## src/rtl/rca_accumulator.sv

```systemverilog
// rca_accumulator: sums frames of operands arriving over a valid/ready stream
// using a ripple-carry adder (carry-in tied low), then presents the frame sum,
// a sticky carry-out and a saturating beat count over a second valid/ready
// handshake. Every output is driven straight from a register.
module rca_accumulator #(
    parameter int NUMBITS   = 8,
    parameter int COUNTBITS = 4
) (
    input  logic                 clk,
    input  logic                 reset,
    input  logic                 in_valid,
    output logic                 in_ready,
    input  logic [NUMBITS-1:0]   in_data,
    input  logic                 in_last,
    output logic                 out_valid,
    input  logic                 out_ready,
    output logic [NUMBITS-1:0]   out_sum,
    output logic                 out_carry,
    output logic [COUNTBITS-1:0] out_count
);

    // S_WAIT is the post-reset state: one cycle before the input opens up.
    typedef enum logic [1:0] {
        S_WAIT  = 2'd0,
        S_ACCUM = 2'd1,
        S_HOLD  = 2'd2
    } state_e;

    localparam logic [COUNTBITS-1:0] COUNT_MAX = '1;

    state_e                 state_q,     state_d;
    logic [NUMBITS-1:0]     acc_q,       acc_d;
    logic                   carry_q,     carry_d;
    logic [COUNTBITS-1:0]   count_q,     count_d;
    logic                   in_ready_q,  in_ready_d;
    logic                   out_valid_q, out_valid_d;
    logic [NUMBITS-1:0]     out_sum_q,   out_sum_d;
    logic                   out_carry_q, out_carry_d;
    logic [COUNTBITS-1:0]   out_count_q, out_count_d;

    // Ripple-carry adder outputs.
    logic [NUMBITS-1:0]     add_result;
    logic                   add_carryout;

    // Frame-level running values, valid when a beat is accepted this cycle.
    logic                   accept;
    logic                   carry_next;
    logic [COUNTBITS-1:0]   count_next;

    // Ripple-carry adder: acc + in_data with carry-in fixed at 0, one full
    // adder per bit, carry rippling LSB to MSB through a loop-local variable.
    always_comb begin
        logic c;
        c          = 1'b0;
        add_result = '0;
        for (int i = 0; i < NUMBITS; i++) begin
            add_result[i] = acc_q[i] ^ in_data[i] ^ c;
            c             = (acc_q[i] & in_data[i]) | (c & (acc_q[i] ^ in_data[i]));
        end
        add_carryout = c;
    end

    assign accept     = in_valid && in_ready_q;
    assign carry_next = carry_q | add_carryout;
    // Count saturates at all-ones instead of wrapping back to zero.
    assign count_next = (count_q == COUNT_MAX) ? count_q : count_q + COUNTBITS'(1);

    // Next-state and registered-output logic for the three-state control FSM.
    always_comb begin
        // NOTE: every signal gets a default before the case so no path leaves
        // a variable unassigned, which would otherwise infer a latch.
        state_d     = state_q;
        acc_d       = acc_q;
        carry_d     = carry_q;
        count_d     = count_q;
        in_ready_d  = in_ready_q;
        out_valid_d = out_valid_q;
        out_sum_d   = out_sum_q;
        out_carry_d = out_carry_q;
        out_count_d = out_count_q;

        unique case (state_q)
            S_WAIT: begin
                state_d    = S_ACCUM;
                in_ready_d = 1'b1;
            end

            S_ACCUM: begin
                if (accept) begin
                    acc_d   = add_result;
                    carry_d = carry_next;
                    count_d = count_next;
                    if (in_last) begin
                        // Result is loaded on the same edge the last beat lands.
                        state_d     = S_HOLD;
                        in_ready_d  = 1'b0;
                        out_valid_d = 1'b1;
                        out_sum_d   = add_result;
                        out_carry_d = carry_next;
                        out_count_d = count_next;
                    end
                end
            end

            S_HOLD: begin
                // Input is closed; outputs stay put until downstream takes them.
                if (out_valid_q && out_ready) begin
                    state_d     = S_ACCUM;
                    out_valid_d = 1'b0;
                    acc_d       = '0;
                    carry_d     = 1'b0;
                    count_d     = '0;
                    in_ready_d  = 1'b1;
                end
            end

            default: begin
                state_d    = S_WAIT;
                in_ready_d = 1'b0;
            end
        endcase
    end

    // State and output registers; asynchronous active-low reset clears all.
    always_ff @(posedge clk or negedge reset) begin
        if (!reset) begin
            state_q     <= S_WAIT;
            acc_q       <= '0;
            carry_q     <= 1'b0;
            count_q     <= '0;
            in_ready_q  <= 1'b0;
            out_valid_q <= 1'b0;
            out_sum_q   <= '0;
            out_carry_q <= 1'b0;
            out_count_q <= '0;
        end else begin
            // NOTE: non-blocking assignments so every register samples the
            // pre-edge value of the others, matching real flip-flop behaviour.
            state_q     <= state_d;
            acc_q       <= acc_d;
            carry_q     <= carry_d;
            count_q     <= count_d;
            in_ready_q  <= in_ready_d;
            out_valid_q <= out_valid_d;
            out_sum_q   <= out_sum_d;
            out_carry_q <= out_carry_d;
            out_count_q <= out_count_d;
        end
    end

    assign in_ready  = in_ready_q;
    assign out_valid = out_valid_q;
    assign out_sum   = out_sum_q;
    assign out_carry = out_carry_q;
    assign out_count = out_count_q;

endmodule

```

## config.mk

```make
export PLATFORM = sky130hd
export DESIGN_NAME = rca_accumulator
export DESIGN_NICKNAME = d
export VERILOG_FILES = /design/src/rtl/rca_accumulator.sv
export SDC_FILE = /design/constraint.sdc
export NUM_CORES = 1
export LEC_CHECK = 0
export CORE_MARGIN = 3
export CORE_UTILIZATION = 54
export CTS_CLUSTER_DIAMETER = 50
export DETAILED_ROUTE_END_ITERATION = 16
export MAX_ROUTING_LAYER = met4
export PLACE_DENSITY = 0.88
export SYNTH_ARGS = -nofsm -noshare
export SYNTH_HDL_FRONTEND = slang
export SYNTH_SLANG_ARGS = --single-unit
```

## constraint.sdc

```tcl
create_clock -name clk -period 6.1 [get_ports clk]
set_input_delay 1.83 -clock clk [delete_from_list [all_inputs] [get_ports clk]]
set_output_delay 1.83 -clock clk [all_outputs]
set_load 0.1 [all_outputs]
```

==> flow_summary.json <==
{
  "synth_cell_types": 34,
  "synth-edff-count": 0,
  "clkTransAtPathRegs_ns": 0.09,
  "worstPathRequired_ns": 6.37,
  "grt_util_all_layers": 0.203,
  "critPathMaxFanout": 2,
  "die_h_microns": 57.6,
  "io_pins": 28,
  "slew-limit-headroom": 0.319,
  "finalNetCount": 179,
  "cp.arrival_ns": 5.43,
  "syn-cell-area_sq_mm": 0.00144,
  "fin_tns_setup_ns": 0,
  "cts_tree": "built",
  "syn_inst": 127,
  "rows": 18,
  "rsz0062_at_grt": "no",
  "dp_hpwl_microns": 2080,
  "worstMarginPinSlew_ns": 1.02,
  "synth_top_area_frac": 0.505,
  "htreeDepth": 2,
  "synth-seq-cells": 29,
  "period_needed_ns": 5.16,
  "grt_pass1_vias": 1071,
  "slowest_delay_ns": 0.46,
  "yosys.area.top_type": "dfrtp_1",
  "end_kind": "register",
  "fin_crit_sh": 0.845,
  "antenna_found_initial": 0,
  "hold_path_class": "reg2reg",
  "start_util": 0.575,
  "drtIter0Drc": 41,
  "final.setup_skew_ns": 0.00570,
  "drtPass1Iterations": 4,
  "start_kind": "input pin",
  "routed_via_density": 5.52,
  "drc": 0,
  "yosys-top-cells-count": "dfrtp_1 (29), nand2_1 (18), inv_1 (15), o21ai_0 (13), fa_1 (7)",
  "async_reset_ff_frac": 1.00,
  "ctsHoldBuffers": 0,
  "grt_start_max_net_pins": 30,
  "place_congestion": 0.761,
  "num_antenna_cells": 0,
  "finalMaxSlewViolations": 0,
  "routed_wl_microns": 2830,
  "setup_viol": 0,
  "grt.overflow.total": 0,
  "root_buffer": "clkbuf_4",
  "clockBufferDepth": 2,
  "post_cts_resized": 0,
  "numCtsBuffers": 5,
  "yosysWarnings": 0,
  "syn_nets": 149,
  "synth.most_common_cell": "dfrtp_1",
  "crit_type": "in2reg",
  "yosysSeqAreaShare": 0.505,
  "insertion_delay_ns": 0.33,
  "vias": 1038,
  "cp_common_cell": "fa_1",
  "synth_area_leaders": "dfrtp_1 (51%), fa_1 (9.8%), nand2_1 (4.7%)",
  "drtAntennaViolNets": 0,
  "critical_path.slowest_cell": "clkdlybuf4s50_1",
  "drive_gt1_frac": 0.0823,
  "maxCapViolCount": 0,
  "cts_setup_buffers": 0,
  "synth_ff_type": "dfrtp_1",
  "cp_cell_sequence": "clkdlybuf4s50_1 -> ha_1 -> inv_1 -> fa_1 -> fa_1 -> fa_1 -> fa_1 -> inv_1 -> fa_1 -> inv_1 -> fa_1 -> fa_1 -> nor3b_1 -> o21ai_0 -> nand2_1",
  "finalHoldViolations": 0,
  "avgSynthCellArea_sq_um": 11.3,
  "synthToLayoutAreaGrowth_pct": 22.8,
  "dp.cells": 180,
  "die_x_microns": 57.6,
  "core_sq_mm": 0.00250,
  "port_buffers": 27,
  "clock-sinks": 29,
  "max_freq_mhz": 194,
  "dieArea_sq_mm": 0.00331,
  "grt_first_pass_wirelength_microns": 4900,
  "status": "finished, final reports clean",
  "layout.cells.non_filler": 188,
  "wire_per_inst_microns": 15.0
}
layout by cell type, fill, tap and decap left out, types with 2 or more instances in the layout:
cell type / n
dfrtp_1: 29
clkdlybuf4s50_1: 27
nand2_1: 18
inv_1: 15
o21ai_0: 13
fa_1: 7
o22ai_1: 6
clkbuf_4: 5
clkbuf_1: 3
mux2_2: 2
nand3b_1: 2
o21ai_1: 2
and3_1: 2
mux2i_1: 2
nand3_1: 2
a21oi_1: 2
a22o_1: 2
ha_1: 2
layout make-up:
type / count / area, sq um
Sequential cell: 29 / 726
Multi-Input combinational cell: 78 / 618
Inverter: 15 / 56.3
Clock buffer: 8 / 48.8
Timing Repair Buffer: 28 / 278
Tap cell: 30 / 37.5
Fill cell: 178 / 736
metrics by stage:
stage               hold WS (ns)   util  setup WS [ns]  area, sq um
finish                     0.483  0.706          0.945         1760
global route               0.515  0.706          0.759         1760
CTS                        0.488  0.706          0.949         1760
detailed placement         0.468  0.686          0.605         1720
global placement           0.461  0.686          0.701         1720
floorplan                  0.453      -           1.27         1440
worst max-delay path, delay by kind of cell:
family | cells | cell delay [ns]
buf+inv | 4 | 0.62
fa+ha+maj | 8 | 2.62
simple gates | 2 | 0.27
compound gates | 1 | 0.09
path summary, 6_finish.rpt:
path	startpoint	end	slack, ns	depth (start not counted)
max in group asynchronous	reset	count_q[0]	3.94	2
hold / removal	out_sum[4]	out_sum[4]	0.48	2
min in group asynchronous	reset	acc_q[5]	1.88	2
hold reg to reg	out_sum[4]	out_sum[4]	0.48	2
setup / recovery	in_data[0]	carry_q	0.94	15
setup reg to reg	acc_q[0]	carry_q	2.54	14
sequential cells by signal (all words and copies together), names as in the netlist:
| register | flops |
|---|---|
| out_sum | 8 |
| state_q | 2 |
| carry_q | 1 |
| out_count | 4 |
| out_carry | 1 |
| count_q | 4 |
| out_valid | 1 |
| acc_q | 8 |
metal layers:
layer	wire length, microns	GRT usage	share of wire	vias up
li1	-	-	-	487
met3	137	0.0611	0.048	8
met2	1450	0.332	0.51	32
met4	72	0.0828	0.025	0
met5	0	-	0	-
met1	1170	0.232	0.41	511
cell families (layout without fill, tap and decap cells):
logic type / after synthesis / count (layout) / synth area share
AOI/OAI and AO/OA: 32 / 32 / 0.139
and+or+nand+nor: 32 / 32 / 0.141
DFF: 29 / 29 / 0.505
buffers and inverters: 20 / 51 / 0.0645
adders and majority gates: 9 / 9 / 0.115
muxes: 4 / 4 / 0.0296
xor gates and xnor gates: 1 / 1 / 0.00610
Power is left out: the tool's default activity adds up to more than one toggle a clock period on the data nets, which glitch-free logic cannot reach.
